<file path="config.mk">
export PLATFORM = sky130hd
export DESIGN_NAME = pipe_ctrl_flat
export DESIGN_NICKNAME = d
export VERILOG_FILES = /design/src/rtl/pipe_ctrl_pkg.sv /design/src/rtl/pipe_ctrl_if.sv /design/src/rtl/pipe_ctrl_req_tracker.sv /design/src/rtl/pipe_ctrl.sv /design/src/flat_wrapper.sv
export SDC_FILE = /design/constraint.sdc
export NUM_CORES = 1
export LEC_CHECK = 0
export CORE_MARGIN = 1.5
export CORE_UTILIZATION = 41
export CTS_CLUSTER_DIAMETER = 100
export DETAILED_ROUTE_END_ITERATION = 8
export PLACE_DENSITY = 0.84
export SYNTH_ARGS = -nofsm -noshare
export SYNTH_HDL_FRONTEND = slang
export SYNTH_SLANG_ARGS = --single-unit
</file>
<file path="constraint.sdc">
create_clock -name i_clk -period 5.4 [get_ports i_clk]
set_input_delay 1.35 -clock i_clk [delete_from_list [all_inputs] [get_ports i_clk]]
set_output_delay 1.35 -clock i_clk [all_outputs]
set_load 0.02 [all_outputs]
</file>
<file path="src/rtl/pipe_ctrl_pkg.sv">
// -----------------------------------------------------------------------------
// pipe_pkg
// Shared definitions for the pipeline control unit.
//   - Stage index constants: index 0 is IF (youngest), higher index is older.
//   - cnt_width(): width of an outstanding-request counter able to hold
//     0..max_outstanding.
// No ports.
// -----------------------------------------------------------------------------
package pipe_pkg;

   localparam int STG_IF  = 0;
   localparam int STG_ID  = 1;
   localparam int STG_EXE = 2;
   localparam int STG_MEM = 3;
   localparam int STG_WB  = 4;

   localparam int N_STAGES_DEF        = 5;
   localparam int MAX_OUTSTANDING_DEF = 2;

   // A counter must reach max_outstanding itself, hence the +1.
   function automatic int cnt_width(input int max_outstanding);
      return (max_outstanding < 1) ? 1 : $clog2(max_outstanding + 1);
   endfunction

endpackage

</file>
<file path="src/rtl/pipe_ctrl_if.sv">
// -----------------------------------------------------------------------------
// pipe_ctrl_if
// Bundles the pipeline request/control vectors and both sram-like channel
// handshakes seen by pipe_ctrl.
//   slave  modport : used by pipe_ctrl (takes requests and bus handshakes,
//                    drives stall/flush/bubble, gated requests and status).
//   master modport : used by whatever drives the requests (hazard unit,
//                    stage logic, bus model or testbench).
// Signals:
//   stall_req, flush_req [N_STAGES]  per-stage requests
//   inst_want, data_want             stage wants / waits on a bus request
//   *_addr_ok, *_data_ok             sram-like handshake from the bus
//   stall, flush, bubble [N_STAGES]  per-stage register controls
//   inst_req, data_req               gated requests to the bus
//   inst_discard                     current inst return belongs to a flushed fetch
//   inst_busy, data_busy             channel has outstanding requests
//   protocol_err                     sticky unexpected-return flag
// -----------------------------------------------------------------------------
interface pipe_ctrl_if #(
   parameter int N_STAGES = 5
) ();

   logic [N_STAGES-1:0] stall_req;
   logic [N_STAGES-1:0] flush_req;
   logic                inst_want;
   logic                data_want;
   logic                inst_addr_ok;
   logic                inst_data_ok;
   logic                data_addr_ok;
   logic                data_data_ok;

   logic [N_STAGES-1:0] stall;
   logic [N_STAGES-1:0] flush;
   logic [N_STAGES-1:0] bubble;
   logic                inst_req;
   logic                data_req;
   logic                inst_discard;
   logic                inst_busy;
   logic                data_busy;
   logic                protocol_err;

   modport slave (
      input  stall_req, flush_req, inst_want, data_want,
             inst_addr_ok, inst_data_ok, data_addr_ok, data_data_ok,
      output stall, flush, bubble, inst_req, data_req, inst_discard,
             inst_busy, data_busy, protocol_err
   );

   modport master (
      output stall_req, flush_req, inst_want, data_want,
             inst_addr_ok, inst_data_ok, data_addr_ok, data_data_ok,
      input  stall, flush, bubble, inst_req, data_req, inst_discard,
             inst_busy, data_busy, protocol_err
   );

endinterface

</file>
<file path="src/rtl/pipe_ctrl_req_tracker.sv">
// -----------------------------------------------------------------------------
// req_tracker
// Outstanding-request bookkeeping for one sram-like channel.
//   - Gates the stage's request so no more than MAX_OUTSTANDING requests are
//     accepted but not yet returned.
//   - Counts accepts (req & addr_ok) and returns (data_ok with count != 0).
//   - With HAS_DISCARD, remembers how many in-flight requests were killed by
//     a flush so their returns can be marked as discarded.
//   - Flags a sticky protocol error on a return with nothing outstanding.
// Ports:
//   i_clk, i_rstn       clock, asynchronous active-low reset
//   i_want              stage wants to issue or is waiting on data
//   i_addr_ok, i_data_ok  bus handshake
//   i_flush             stage owning this channel is being flushed
//   o_req               gated request to the bus
//   o_wait              stage must stall (wants, but no live data this cycle)
//   o_discard           this cycle's data_ok belongs to a flushed request
//   o_busy              at least one request outstanding
//   o_err               sticky protocol error
// -----------------------------------------------------------------------------
module req_tracker
   import pipe_pkg::*;
#(
   parameter int MAX_OUTSTANDING = 2,
   parameter bit HAS_DISCARD     = 1'b0
) (
   input  logic i_clk,
   input  logic i_rstn,
   input  logic i_want,
   input  logic i_addr_ok,
   input  logic i_data_ok,
   input  logic i_flush,
   output logic o_req,
   output logic o_wait,
   output logic o_discard,
   output logic o_busy,
   output logic o_err
);

   localparam int            CW    = cnt_width(MAX_OUTSTANDING);
   localparam logic [CW-1:0] C_MAX = CW'(MAX_OUTSTANDING);

   logic [CW-1:0] r_cnt;
   logic [CW-1:0] r_disc;
   logic          r_err;
   logic          r_armed;

   logic [CW-1:0] w_cnt_next;
   logic [CW-1:0] w_disc_next;
   logic          w_acc;
   logic          w_ret;
   logic          w_disc_nz;
   logic          w_stray;

   // Request is held low at saturation and during reset.
   assign o_req = i_rstn & i_want & (r_cnt < C_MAX);

   assign w_acc = o_req & i_addr_ok;
   // A return with nothing outstanding never moves the counter below zero.
   assign w_ret = i_data_ok & (r_cnt != '0);

   assign w_cnt_next = r_cnt + CW'(w_acc) - CW'(w_ret);

   // disc never exceeds cnt, so disc != 0 implies the return is counted.
   assign w_disc_nz = (r_disc != '0);

   // A flush in the same cycle as a return also kills that return.
   assign o_discard = HAS_DISCARD & i_rstn & i_data_ok & (w_disc_nz | i_flush);

   // Reload (not accumulate) on flush: everything still in flight after this
   // cycle belongs to the killed path.
   assign w_disc_next = !HAS_DISCARD ? '0 :
                        i_flush      ? w_cnt_next :
                                       r_disc - CW'(i_data_ok & w_disc_nz);

   assign o_wait = i_want & ~(i_data_ok & ~o_discard);
   assign o_busy = (r_cnt != '0);
   assign o_err  = r_err;

   // Returns arriving after a reset but before the first new accept belong
   // to pre-reset traffic; they are ignored rather than reported.
   assign w_stray = i_data_ok & (r_cnt == '0) & r_armed;

   always_ff @(posedge i_clk or negedge i_rstn) begin
      if (!i_rstn) begin
         r_cnt   <= '0;
         r_disc  <= '0;
         r_err   <= 1'b0;
         r_armed <= 1'b0;
      end else begin
         r_cnt   <= w_cnt_next;
         r_disc  <= w_disc_next;
         r_err   <= r_err | w_stray;
         r_armed <= r_armed | w_acc;
      end
   end

endmodule

</file>
<file path="src/rtl/pipe_ctrl.sv">
// -----------------------------------------------------------------------------
// pipe_ctrl
// N-stage pipeline control: per-stage stall, flush and bubble generation plus
// outstanding-request tracking on the instruction (IF) and data (MEM_STAGE)
// channels, so those stages stall until their data returns.
// Ports:
//   i_clk   core clock
//   i_rstn  asynchronous active-low reset; while low, stall/flush are all
//           ones and every other output is 0
//   bus     pipe_ctrl_if.slave: requests, handshakes and all control outputs
// Stall is a prefix-OR from old to young: an older stall freezes every younger
// stage. Flush from stage k kills all stages below k, but only when stage k
// itself advances.
// -----------------------------------------------------------------------------
module pipe_ctrl
   import pipe_pkg::*;
#(
   parameter int N_STAGES        = N_STAGES_DEF,
   parameter int MEM_STAGE       = STG_MEM,
   parameter int MAX_OUTSTANDING = MAX_OUTSTANDING_DEF
) (
   input  logic       i_clk,
   input  logic       i_rstn,
   pipe_ctrl_if.slave bus
);

   logic                w_inst_wait;
   logic                w_data_wait;
   logic                w_inst_discard;
   logic                w_inst_err;
   logic                w_data_err;
   logic                w_unused_data_discard;

   // Stall prefix-OR ignoring the IF fetch wait. Kept separate so the
   // fetch-wait -> discard -> flush[0] path cannot form a combinational loop:
   // flush only ever looks at stall of stages >= 1, which do not depend on
   // the IF wait.
   logic [N_STAGES-1:0] w_stall_old;
   logic [N_STAGES-1:0] w_flush_raw;
   logic [N_STAGES-1:0] w_stall;
   logic [N_STAGES-1:0] w_flush;
   logic [N_STAGES-1:0] w_bubble;

   always_comb begin
      w_stall_old = '0;
      w_flush_raw = '0;
      w_stall_old[N_STAGES-1] = bus.stall_req[N_STAGES-1]
                              | (((N_STAGES-1) == MEM_STAGE) && w_data_wait);
      for (int i = N_STAGES-2; i >= 0; i--) begin
         w_stall_old[i] = bus.stall_req[i]
                        | ((i == MEM_STAGE) && w_data_wait)
                        | w_stall_old[i+1];
         w_flush_raw[i] = w_flush_raw[i+1]
                        | (bus.flush_req[i+1] & ~w_stall_old[i+1]);
      end
   end

   assign w_stall = i_rstn ? {w_stall_old[N_STAGES-1:1], w_stall_old[0] | w_inst_wait}
                           : '1;
   assign w_flush = i_rstn ? w_flush_raw : '1;

   // A bubble enters stage i+1 when the stage below it holds but stage i+1
   // drains; a flushed stage is already a bubble.
   assign w_bubble[0] = 1'b0;
   generate
      for (genvar gi = 0; gi < N_STAGES-1; gi++) begin : g_bubble
         assign w_bubble[gi+1] = i_rstn & w_stall[gi] & ~w_stall[gi+1] & ~w_flush[gi+1];
      end
   endgenerate

   req_tracker #(
      .MAX_OUTSTANDING (MAX_OUTSTANDING),
      .HAS_DISCARD     (1'b1)
   ) u_inst_trk (
      .i_clk     (i_clk),
      .i_rstn    (i_rstn),
      .i_want    (bus.inst_want),
      .i_addr_ok (bus.inst_addr_ok),
      .i_data_ok (bus.inst_data_ok),
      .i_flush   (w_flush[STG_IF]),
      .o_req     (bus.inst_req),
      .o_wait    (w_inst_wait),
      .o_discard (w_inst_discard),
      .o_busy    (bus.inst_busy),
      .o_err     (w_inst_err)
   );

   // Loads and stores always complete once accepted, so the data channel
   // never discards and a MEM flush does not touch its counter.
   req_tracker #(
      .MAX_OUTSTANDING (MAX_OUTSTANDING),
      .HAS_DISCARD     (1'b0)
   ) u_data_trk (
      .i_clk     (i_clk),
      .i_rstn    (i_rstn),
      .i_want    (bus.data_want),
      .i_addr_ok (bus.data_addr_ok),
      .i_data_ok (bus.data_data_ok),
      .i_flush   (1'b0),
      .o_req     (bus.data_req),
      .o_wait    (w_data_wait),
      .o_discard (w_unused_data_discard),
      .o_busy    (bus.data_busy),
      .o_err     (w_data_err)
   );

   assign bus.stall        = w_stall;
   assign bus.flush        = w_flush;
   assign bus.bubble       = w_bubble;
   assign bus.inst_discard = w_inst_discard;
   assign bus.protocol_err = w_inst_err | w_data_err;

endmodule

</file>
<file path="src/flat_wrapper.sv">
// flat-port wrapper written by rule: the top's interface ports become plain ports
module pipe_ctrl_flat import pipe_pkg::*;
#(
   parameter int N_STAGES        = N_STAGES_DEF,
   parameter int MEM_STAGE       = STG_MEM,
   parameter int MAX_OUTSTANDING = MAX_OUTSTANDING_DEF
)
  (i_clk, i_rstn, bus_stall_req, bus_flush_req, bus_inst_want, bus_data_want, bus_inst_addr_ok, bus_inst_data_ok, bus_data_addr_ok, bus_data_data_ok, bus_stall, bus_flush, bus_bubble, bus_inst_req, bus_data_req, bus_inst_discard, bus_inst_busy, bus_data_busy, bus_protocol_err);
  pipe_ctrl_if #(.N_STAGES(N_STAGES)) bus_i ();
  input  logic i_clk;
  input  logic i_rstn;
  input wire logic [$bits(bus_i.stall_req)-1:0] bus_stall_req;
  input wire logic [$bits(bus_i.flush_req)-1:0] bus_flush_req;
  input wire logic [$bits(bus_i.inst_want)-1:0] bus_inst_want;
  input wire logic [$bits(bus_i.data_want)-1:0] bus_data_want;
  input wire logic [$bits(bus_i.inst_addr_ok)-1:0] bus_inst_addr_ok;
  input wire logic [$bits(bus_i.inst_data_ok)-1:0] bus_inst_data_ok;
  input wire logic [$bits(bus_i.data_addr_ok)-1:0] bus_data_addr_ok;
  input wire logic [$bits(bus_i.data_data_ok)-1:0] bus_data_data_ok;
  output wire logic [$bits(bus_i.stall)-1:0] bus_stall;
  output wire logic [$bits(bus_i.flush)-1:0] bus_flush;
  output wire logic [$bits(bus_i.bubble)-1:0] bus_bubble;
  output wire logic [$bits(bus_i.inst_req)-1:0] bus_inst_req;
  output wire logic [$bits(bus_i.data_req)-1:0] bus_data_req;
  output wire logic [$bits(bus_i.inst_discard)-1:0] bus_inst_discard;
  output wire logic [$bits(bus_i.inst_busy)-1:0] bus_inst_busy;
  output wire logic [$bits(bus_i.data_busy)-1:0] bus_data_busy;
  output wire logic [$bits(bus_i.protocol_err)-1:0] bus_protocol_err;
  assign bus_i.stall_req = bus_stall_req;
  assign bus_i.flush_req = bus_flush_req;
  assign bus_i.inst_want = bus_inst_want;
  assign bus_i.data_want = bus_data_want;
  assign bus_i.inst_addr_ok = bus_inst_addr_ok;
  assign bus_i.inst_data_ok = bus_inst_data_ok;
  assign bus_i.data_addr_ok = bus_data_addr_ok;
  assign bus_i.data_data_ok = bus_data_data_ok;
  assign bus_stall = bus_i.stall;
  assign bus_flush = bus_i.flush;
  assign bus_bubble = bus_i.bubble;
  assign bus_inst_req = bus_i.inst_req;
  assign bus_data_req = bus_i.data_req;
  assign bus_inst_discard = bus_i.inst_discard;
  assign bus_inst_busy = bus_i.inst_busy;
  assign bus_data_busy = bus_i.data_busy;
  assign bus_protocol_err = bus_i.protocol_err;
  pipe_ctrl #(.N_STAGES(N_STAGES), .MEM_STAGE(MEM_STAGE), .MAX_OUTSTANDING(MAX_OUTSTANDING)) u_core (.i_clk(i_clk), .i_rstn(i_rstn), .bus(bus_i));
endmodule
</file>
After elaboration in Yosys (flattened, before gate mapping)
Index checks and enable logic that the tools add are counted.
{"block": "classes", "addsub": 5, "n_reduce_logical": 5, "n_bitwise": 64, "n_mux": 3, "magnitude_cmp": 2}
{"op": "$and A1 B1 Y1", "n": 34}
{"op": "$not A1 Y1", "n": 15}
{"op": "$or A1 B1 Y1", "n": 15}
{"op": "$mux W5", "n": 2}
{"op": "$reduce_bool A2 Y1", "n": 3}
{"op": "$sub A2 B1 Y2", "n": 3}
{"op": "$add A2 B1 Y2", "n": 2}
{"op": "$logic_not A2 Y1", "n": 2}
{"op": "$lt A2 B2 Y1 const B", "n": 2}
{"op": "$mux W2", "n": 1}
{"block": "word_totals", "reg_bits": 10, "output_inout_bits": 21}

Depth between registers and ports, before layout
Gate-level depths: netlist of the first run.
{"block": "depth", "word_depth": 21, "mapped_depth": 10, "ltp_nobuf": 9}

Modules after synthesis
Synthesis of the first run repeated with hierarchy kept, for this count alone.
{"block": "hier_totals", "hier_cells": 76, "area_unflattened_um2": 721.9}
{"mod": "req_tracker at u_core.u_inst_trk", "n_inst": 1, "seq_area_each_um2": 150.1, "area_per_inst_um2": 327.8, "cells_per_inst": 29}
{"mod": "req_tracker at u_core.u_data_trk", "n_inst": 1, "seq_area_each_um2": 100.1, "area_per_inst_um2": 219.0, "cells_per_inst": 20}
{"mod": "pipe_ctrl", "n_inst": 1, "seq_area_each_um2": 0.0, "area_per_inst_um2": 175.2, "cells_per_inst": 27}

Least setup slack after synthesis of the first run
No wires, ideal clock.
{"block": "synth_timing", "path_type": "input to output", "start": "in i_rstn", "end": "out bus_bubble[1]", "setup_slack_ps": 996, "t_arrival_ps": 3054, "cell_stages": 5, "t_required_ps": 4050, "cell_sequence": "buf_4 > or3b_1 > or4_4 > a2111o_1 > a31oi_1"}
{"block": "synth_between", "word_cells_on_any_way": 15}
{"item": "start, declared", "line": "flat_wrapper.sv:11", "text": "input logic i_rstn;"}
{"item": "$mux W5", "line": "pipe_ctrl.sv:58", "text": "assign w_stall = i_rstn ? {w_stall_old[N_STAGES-1:1], w_stall_old[0] | w_inst_wait}"}
{"item": "net bus_stall[1]", "line": "flat_wrapper.sv:20", "text": "output wire logic [$bits(bus_i.stall)-1:0] bus_stall;"}
{"item": "$not A1 Y1", "line": "pipe_ctrl.sv:67", "text": "assign w_bubble[gi+1] = i_rstn & w_stall[gi] & ~w_stall[gi+1] & ~w_flush[gi+1];"}
{"item": "$and A1 B1 Y1 (2 in series)", "line": "pipe_ctrl.sv:67"}
{"item": "end, declared", "line": "flat_wrapper.sv:22", "text": "output wire logic [$bits(bus_i.bubble)-1:0] bus_bubble;"}
The timed path passes the listed nets, and every way through them passes these cells.

Final worst setup path of the first run
{"block": "layout_timing", "start": "in i_rstn", "end": "out bus_bubble[1]"}
{"block": "layout_between", "elab_chain_len": 12, "word_cells_on_any_way": 15}
{"item": "$mux W5", "line": "pipe_ctrl.sv:60", "text": "assign w_flush = i_rstn ? w_flush_raw : '1;"}
{"item": "$or A1 B1 Y1", "line": "pipe_ctrl_req_tracker.sv:68", "text": "assign o_discard = HAS_DISCARD & i_rstn & i_data_ok & (w_disc_nz | i_flush);"}
{"item": "$and A1 B1 Y1", "line": "pipe_ctrl_req_tracker.sv:68"}
{"item": "$not A1 Y1", "line": "pipe_ctrl_req_tracker.sv:76", "text": "assign o_wait = i_want & ~(i_data_ok & ~o_discard);"}
{"item": "$and A1 B1 Y1", "line": "pipe_ctrl_req_tracker.sv:76"}
{"item": "$not A1 Y1", "line": "pipe_ctrl_req_tracker.sv:76"}
{"item": "$and A1 B1 Y1", "line": "pipe_ctrl_req_tracker.sv:76"}
{"item": "$or A1 B1 Y1", "line": "pipe_ctrl.sv:58"}
{"item": "$mux W5", "line": "pipe_ctrl.sv:58"}
{"item": "$and A1 B1 Y1 (2 in series)", "line": "pipe_ctrl.sv:67"}
{"item": "$and A1 B1 Y1 (*)", "line": "pipe_ctrl.sv:67"}
Mark *: on every way between the ends. The rest lies on a longest branch, timed or not.

==> results.rst, run 1 <==
.. list-table::
   :header-rows: 1

   * - Metric
     - Value
   * - Number of instances in the placed design
     - about 130
   * - TritonCTS Buffers
     - 3
   * - Cell count of the worst reg-to-reg path
     - 8
   * - Final clock skew
     - between 0.002 and 0.003 ns
   * - Post-CTS repair timing setup buffer count
     - 0
   * - Count of distinct cell types in the synthesized netlist
     - 30
   * - Post-route clock period utilization
     - 0.956
   * - Syn Nets
     - between 100 and 150
   * - Min Clock Period, post-route
     - 5.16 ns
   * - Lkg Pwr
     - between 0.4 and 0.5 nW
   * - Run status
     - complete, no violations
   * - Total count of hold-check failures in the final report
     - 0
   * - Number of diodes
     - 0
   * - Number of clock sinks
     - 10
   * - First-pass GRT wire length
     - 2860 um
   * - Most used cells in the layout excluding fill and tap cells
     - 36 x sky130_fd_sc_hd__clkdlybuf4s50_1, 10 x sky130_fd_sc_hd__dfrtp_1, 9 x sky130_fd_sc_hd__nor2_1, 9 x sky130_fd_sc_hd__nand2_1, 7 x sky130_fd_sc_hd__inv_1
   * - Core area
     - about 1600 um2
   * - Global-route usage over all layers
     - 0.196
   * - Async set or reset register ratio after synthesis
     - 1.00
   * - Share of the synthesized area in the top cell type
     - 0.347
   * - Detailed router's first-iteration violation count
     - 5
   * - Reg clk slew, reported paths
     - 0.07 ns
   * - Final std cell area, no fill
     - 1130 um2
   * - Routed vias
     - between 700 and 800
   * - Number of H-tree levels
     - 1
   * - R2r setup slk
     - between 3 and 4 ns
   * - Family of cells with the greatest summed delay on the critical path
     - buffers and inverters
   * - Count of port buffers added during placement
     - 36
   * - Share of post-route cells with drive strength above 1
     - 0.107
   * - Hold path startpoint
     - u_core.u_inst_trk.o_err
   * - Top-level I/O count
     - 39
   * - Cell type of the slowest stage on the worst timing path
     - sky130_fd_sc_hd__clkdlybuf4s50_1
   * - RSZ-0062 raised after global routing
     - false
   * - Slew of the pin with the lowest slew margin
     - approximately 0.74 ns
   * - Die width
     - 45.0 um
   * - Capture point of the worst reg-to-reg path
     - u_core.u_inst_trk.r_disc[1]
   * - Type of element launching the critical path
     - input pin
   * - EDFF count, synth
     - 0
   * - Chain of cells forming the critical path
     - clkdlybuf4s50_1, or3b_1, or4_4, a2111o_1, a31oi_1, clkdlybuf4s50_1
   * - Detailed-route vias per instance
     - about 5.2
   * - Final ANT Viol Nets
     - 0
   * - Number of synthesized register bits
     - 10
   * - Worst reg2reg startpoint
     - u_core.u_inst_trk.r_cnt[1]
   * - Number of hold buffers added after cts
     - 0
   * - Final setup slack of the worst path
     - about 0.24 ns
   * - Max-cap viol count
     - 0
   * - Top_reg_cell synth
     - sky130_fd_sc_hd__dfrtp_1
   * - Max Clk Rate
     - around 190 MHz
   * - Filler-free cell count of the finished design
     - approximately 140
   * - Die Footprint
     - between 2000 and 2500 um2
   * - Height of the die
     - 45.0 um
   * - Layout area overhead
     - 56.7%
   * - Final-report max-slew violation count
     - 0
   * - Rows
     - 14
   * - Commonest non-fill, non-tap cell in the layout
     - sky130_fd_sc_hd__clkdlybuf4s50_1
   * - Final total negative setup slack
     - 0 ns
   * - Buffer type at the clock tree root
     - sky130_fd_sc_hd__clkbuf_4
   * - Count of nets after finishing
     - roughly 150
   * - DP Area
     - between 1000 and 1500 um2
   * - Worst endpoint required time
     - a little over 4 ns
   * - # DRC
     - 0
   * - Pre-CTS setup slack
     - about 0.23 ns
   * - Antenna violations before repair
     - 0
   * - Final setup fails
     - 0
   * - Number of gates given a new drive strength after cts
     - 0
   * - Maximum buffer depth of the clock tree
     - 2
   * - Endpoint of the worst hold-timing path
     - u_core.u_inst_trk.o_err
   * - Maximum single-stage delay on the critical path
     - between 0.6 and 0.7 ns
   * - Routed Wire Length
     - 1780 um
   * - TritonCTS clock tree
     - done
   * - Worst slew margin
     - 0.504
   * - Worst VDD drop
     - roughly 0.00028 V
   * - Power Density
     - roughly 330 nW/um2
   * - Warnings, synthesis
     - 0
   * - Sum of buffers and inverters on the critical path
     - 2
   * - Kind of critical path
     - input pin to primary output
   * - Area of the mapped netlist
     - between 700 and 800 um2
   * - Clk Latency, worst-skew pair
     - about 0.26 ns
   * - Post-detail-place hpwl
     - roughly 1500 um
   * - Top cell type by total area after synthesis
     - sky130_fd_sc_hd__dfrtp_1
   * - Worst Hold Class
     - flip-flop to flip-flop
   * - Max Fanout on Critical Path
     - 3
   * - Sequential cell area fraction in the yosys report
     - 0.347
   * - CP Capture Type
     - primary output
   * - Average wire per standard cell
     - between 10 and 15 um
   * - Routability-driven placement congestion ratio
     - approximately 0.74
   * - Average instance area after synthesis
     - about 8.7 um2
   * - Overflow after GRT
     - 0
   * - Effective utilization at floorplan
     - 0.458
   * - Data arrival time at the worst-slack endpoint
     - between 3 and 4 ns
   * - Iteration count of the initial detailed-routing pass
     - 4
   * - Synthesized instance count
     - between 80 and 90
   * - Ranking of synthesized cells by area
     - sky130_fd_sc_hd__dfrtp_1 35%, sky130_fd_sc_hd__ha_1 8.7%, sky130_fd_sc_hd__xnor2_1 4.9%, sky130_fd_sc_hd__nand2_1 4.7%, sky130_fd_sc_hd__nor2_1 4.7%
   * - Via count of the first global-routing pass
     - between 600 and 700
   * - Worst Hold Path Cells
     - 1
   * - Maximum number of pins on one net before global-route repair
     - 18
   * - Critical path's most frequent cell
     - sky130_fd_sc_hd__clkdlybuf4s50_1
[worst register-to-register path, stage by stage (launching register included)]
cell	delay [ns]
sky130_fd_sc_hd__dfrtp_1	0.41
sky130_fd_sc_hd__or2_2	0.33
sky130_fd_sc_hd__and2_1	0.17
sky130_fd_sc_hd__ha_1	0.26
sky130_fd_sc_hd__inv_1	0.04
sky130_fd_sc_hd__ha_1	0.18
sky130_fd_sc_hd__xnor2_1	0.13
sky130_fd_sc_hd__xnor2_1	0.15
sky130_fd_sc_hd__mux2_2	0.27
[report_power, final]
| group | switching [W] | total [W] | internal [W] | leakage (nW) |
|---|---|---|---|---|
| Clock | 0.0000267 | 0.0000676 | 0.0000409 | 0.0210 |
| Combinational | 0.0000885 | 0.000183 | 0.0000949 | 0.363 |
| Sequential | 0.0000182 | 0.000122 | 0.000103 | 0.105 |
[flip-flops by register name, summed over array words and instances (netlist names)]
signal	cells
u_core.u_inst_trk.o_err	1
u_core.u_data_trk.r_armed	1
u_core.u_inst_trk.r_armed	1
u_core.u_data_trk.o_err	1
u_core.u_inst_trk.r_disc	2
u_core.u_inst_trk.r_cnt	2
u_core.u_data_trk.r_cnt	2
[layer usage]
layer	track usage	routed length [um]	share of wire	up-vias
met3	0.0280	134	0.075	2
li1	-	-	-	351
met1	0.241	756	0.42	334
met4	0.0706	16	0.0090	0
met2	0.346	873	0.49	32
met5	0	0	0	-
[metrics by stage]
step	hold WS, ns	utilization	total power [W]
after floorplan	0.434	-	0.000238
after global placement	0.455	0.694	0.000294
after detailed placement	0.460	0.694	0.000307
after CTS	0.481	0.717	0.000374
after global routing	0.487	0.717	0.000398
final	0.478	0.717	0.000373
[synthesized netlist by cell type (2+ instances only)]
master                      n
sky130_fd_sc_hd__inv_1      7
sky130_fd_sc_hd__a211o_1    2
sky130_fd_sc_hd__ha_1       5
sky130_fd_sc_hd__nor2b_1    3
sky130_fd_sc_hd__and2_1     2
sky130_fd_sc_hd__nor2_1     9
sky130_fd_sc_hd__nand2b_1   3
sky130_fd_sc_hd__a21o_1     3
sky130_fd_sc_hd__dfrtp_1   10
sky130_fd_sc_hd__xnor2_1    4
sky130_fd_sc_hd__o21bai_1   2
sky130_fd_sc_hd__buf_4      3
sky130_fd_sc_hd__a21oi_1    2
sky130_fd_sc_hd__or2_2      4
sky130_fd_sc_hd__nand2_1    9
[worst max-delay path by stage]
| stage | cells past startpoint | to | startpoint | slack, ns |
|---|---|---|---|---|
| after floorplan | 5 | bus_bubble[1] | i_rstn | 1.0 |
| after global placement | 6 | bus_bubble[1] | i_rstn | 0.24 |
| after detailed placement | 6 | bus_bubble[1] | i_rstn | 0.23 |
| after CTS | 6 | bus_bubble[1] | i_rstn | 0.23 |
| after global routing | 6 | bus_bubble[1] | i_rstn | 0.14 |
| final | 6 | bus_bubble[1] | i_rstn | 0.24 |
[cell type report]
cell class,count,area [um2]
Fill cell,122,445
Multi-Input combinational cell,63,423
Timing Repair Buffer,38,375
Sequential cell,10,250
Clock buffer,4,36.3
Inverter,7,26.3
Tap cell,16,20.0
[kinds of logic (layout without fill, tap and decap cells)]
kind of cell               count (synthesis)  after routing  synth area share
xor gates and xnor gates                   5              5            0.0607
buffers and inverters                     10             49            0.0676
adders and majority gates                  5              5            0.0867
other                                      1              1           0.00519
DFF                                       10             10             0.347
AOI/OAI and AO/OA                         11             11             0.114
muxes                                      2              2            0.0295
and+or+nand+nor                           39             39             0.289
Power figures use the tool's default switching activity.
==> run 2: changes to the inputs <==
- CTS_CLUSTER_SIZE: default -> 12
==> results of run 2 <==
The final DEF is identical to that of run 1; final timing and power are the same.
==> run 3: changes to the inputs <==
- GPL_TIMING_DRIVEN: default -> 0
==> run 3 against run 2 <==
Final cell count up 0.72%. Core utilization up 0.16 points. Design area up 0.22%. Sequential power about the same. Combinational power down 2%. Highest routed layer unchanged. Critical path type unchanged. Non-clock buffer count up 1. Global-route usage down 1.3 points. Largest power group unchanged.
==> results.rst, run 3 (synthesis results as in run 1) <==
.. list-table::
   :header-rows: 1

   * - Metric
     - Value
   * - Buffer type at the clock tree root
     - sky130_fd_sc_hd__clkbuf_4
   * - Cell count of the worst reg-to-reg path
     - 8 (unchanged)
   * - Rows
     - 14 (unchanged)
   * - Number of clock sinks
     - 10 (unchanged)
   * - Iteration count of the initial detailed-routing pass
     - 4 (unchanged)
   * - Number of H-tree levels
     - 1 (unchanged)
   * - Final total negative setup slack
     - 0 ns (unchanged)
   * - Overflow after GRT
     - 0 (unchanged)
   * - Top-level I/O count
     - 39 (unchanged)
   * - Capture point of the worst reg-to-reg path
     - u_core.u_inst_trk.r_disc[1]
   * - R2r setup slk
     - 3.38 ns (+0.03 ns)
   * - # DRC
     - 0 (unchanged)
   * - Detailed-route vias per instance
     - 5.04 (-3.3%)
   * - Switching share of total power
     - 0.344 (-0.0139)
   * - Post-layout total power
     - 0.000365 W (-2.1%)
   * - Post-detail-place hpwl
     - 1270 um (-12%)
   * - Run status
     - complete, no violations
   * - Number of diodes
     - 0 (unchanged)
   * - Die width
     - 45.0 um (unchanged)
   * - Post-route clock period utilization
     - 0.958 (+0.00132)
   * - Most used cells in the layout excluding fill and tap cells
     - 35 x sky130_fd_sc_hd__clkdlybuf4s50_1, 10 x sky130_fd_sc_hd__dfrtp_1, 9 x sky130_fd_sc_hd__nor2_1, 9 x sky130_fd_sc_hd__nand2_1, 7 x sky130_fd_sc_hd__inv_1
   * - Count of port buffers added during placement
     - 36 (unchanged)
   * - Worst reg2reg startpoint
     - u_core.u_inst_trk.r_cnt[1]
   * - Endpoint of the worst hold-timing path
     - u_core.u_data_trk.o_err
   * - Worst slew margin
     - 0.503 (about the same)
   * - Worst endpoint required time
     - 4.05 ns (about the same)
   * - Routed Wire Length
     - 1530 um (-14%)
   * - Routability-driven placement congestion ratio
     - 0.694 (-6.8%)
   * - Data arrival time at the worst-slack endpoint
     - 3.82 ns (about the same)
   * - Net Switching
     - 0.000126 W (-5.9%)
   * - Die Footprint
     - 2020 um2 (unchanged)
   * - Reg power frac
     - 0.327 (about the same)
   * - Power Density
     - 322 nW/um2 (-2.3%)
   * - TritonCTS clock tree
     - done
   * - Routed vias
     - 700 (-2.6%)
   * - Total count of hold-check failures in the final report
     - 0 (unchanged)
   * - Slew of the pin with the lowest slew margin
     - 0.739 ns (+0.000141 ns)
   * - Maximum number of pins on one net before global-route repair
     - 12 (-6)
   * - Count of nets after finishing
     - 147 (+0.68%)
   * - First-pass GRT wire length
     - 2700 um (-5.3%)
   * - Part of the total power dissipated in combinational logic
     - 0.491 (about the same)
   * - Core area
     - 1580 um2 (unchanged)
   * - Effective utilization at floorplan
     - 0.458 (unchanged)
   * - Largest registers
     - u_core.u_data_trk.r_cnt x2, u_core.u_inst_trk.r_cnt x2, u_core.u_inst_trk.r_disc x2
   * - Commonest non-fill, non-tap cell in the layout
     - sky130_fd_sc_hd__clkdlybuf4s50_1
   * - Kind of critical path
     - input pin to primary output
   * - Number of instances in the placed design
     - 135 (+0.75%)
   * - Lkg Pwr
     - 0.494 nW (+1.1%)
   * - Via count of the first global-routing pass
     - 652 (+3.8%)
   * - Antenna violations before repair
     - 0 (unchanged)
   * - CP Capture Type
     - primary output
   * - Clk Latency, worst-skew pair
     - 0.26 ns (about the same)
   * - Final clock skew
     - 0.00223 ns (-0.000370 ns)
   * - Final ANT Viol Nets
     - 0 (unchanged)
   * - Final-report max-slew violation count
     - 0 (unchanged)
   * - Hold path startpoint
     - u_core.u_data_trk.o_err
   * - Height of the die
     - 45.0 um (unchanged)
   * - Max Clk Rate
     - 193 MHz (-0.14%)
   * - Post-CTS repair timing setup buffer count
     - 0 (unchanged)
   * - Maximum buffer depth of the clock tree
     - 2 (unchanged)
   * - Filler-free cell count of the finished design
     - 139 (+0.72%)
   * - Worst Hold Path Cells
     - 1 (unchanged)
   * - Global-route usage over all layers
     - 0.183 (-0.0129)
   * - TritonCTS Buffers
     - 3 (unchanged)
   * - Final setup slack of the worst path
     - 0.228 ns (-0.00712 ns)
   * - Share of post-route cells with drive strength above 1
     - 0.122 (+0.0154)
   * - RSZ-0062 raised after global routing
     - false
   * - Pre-CTS setup slack
     - -0.262 ns (-0.490 ns)
   * - Reg clk slew, reported paths
     - 0.06 ns (about the same)
   * - Clock network fraction of total power
     - 0.182 (about the same)
   * - Detailed router's first-iteration violation count
     - 3 (-2)
   * - Final setup fails
     - 0 (unchanged)
   * - Average wire per standard cell
     - 11.0 um (-15%)
   * - Layout Utilization
     - 0.719 (+0.00159)
   * - Max Fanout on Critical Path
     - 6 (+3)
   * - Internal cell power
     - 0.000239 W (about the same)
   * - Worst VDD drop
     - 0.000276 V (-2.2%)
   * - Layout area overhead
     - 57.0%
   * - Type of element launching the critical path
     - input pin
   * - Min Clock Period, post-route
     - 5.17 ns (+0.00712 ns)
   * - Max-cap viol count
     - 0 (unchanged)
   * - Number of hold buffers added after cts
     - 0 (unchanged)
   * - Worst Hold Class
     - flip-flop to flip-flop
-- run 3: changes by cell type in the layout (fill, tap and decap cells not counted) --
cell / before / now
sky130_fd_sc_hd__buf_4: 2 / 3
sky130_fd_sc_hd__clkbuf_2: 0 / 1
sky130_fd_sc_hd__clkdlybuf4s50_1: 36 / 35
-- run 3: cell type report --
cell class / count / area, um2
buffer: 3 / 22.5
fill: 127 / 443
timing repair buffer: 36 / 355
clock buffer: 4 / 36.3
sequential: 10 / 250
tap: 16 / 20.0
inverter: 7 / 26.3
multi-input combinational: 63 / 423
-- run 3: power groups by stage --
stage / Clock [W] / Sequential, W / Combinational, W
floorplan: 0 / 0.000117 / 0.000121
global placement: 0 / 0.000120 / 0.000176
detailed placement: 0 / 0.000121 / 0.000182
CTS: 0.0000688 / 0.000120 / 0.000183
global route: 0.0000723 / 0.000123 / 0.000199
finish: 0.0000665 / 0.000119 / 0.000179
-- run 3: worst max-delay path, cell delays in order --
cell                              delay (ns)
sky130_fd_sc_hd__clkdlybuf4s50_1        0.51
sky130_fd_sc_hd__or3b_1                 0.38
sky130_fd_sc_hd__or4_4                  0.44
sky130_fd_sc_hd__a2111o_1               0.39
sky130_fd_sc_hd__a31oi_1                0.13
sky130_fd_sc_hd__clkdlybuf4s50_1        0.62
-- run 3: worst max path at each step --
stage                                start             to  slack (ns)  depth (start not counted)
after global placement              i_rstn  bus_bubble[1]       -0.26                          7
after CTS                           i_rstn  bus_bubble[1]        0.01                          7
final                     bus_stall_req[2]  bus_bubble[1]        0.23                          6
after detailed placement            i_rstn  bus_bubble[1]       -0.26                          7
after global routing      bus_stall_req[2]  bus_bubble[1]        0.11                          6
after floorplan                     i_rstn  bus_bubble[1]         1.0                          5
-- run 3: through the flow --
stage	instance area [um2]	hold slack (ns)
4_1_cts	1140	0.475
3_3_place_gp	1100	0.455
2_1_floorplan	722	0.434
5_1_grt	1130	0.490
3_5_place_dp	1100	0.458
6_report	1130	0.469
-- run 3: repair_timing --
action                     in CTS  in global routing
gates resized for setup         1                  2
hold endpoints to repair        0                  0
setup endpoints to repair       1                  1
-- run 3: routing by layer --
| metal | vias up | GRT usage | part of all wire |
|---|---|---|---|
| li1 | 356 | - | - |
| met1 | 312 | 0.224 | 0.44 |
| met2 | 30 | 0.300 | 0.44 |
| met3 | 2 | 0.0440 | 0.11 |
| met4 | 0 | 0.0882 | 0.015 |
| met5 | - | 0 | 0 |
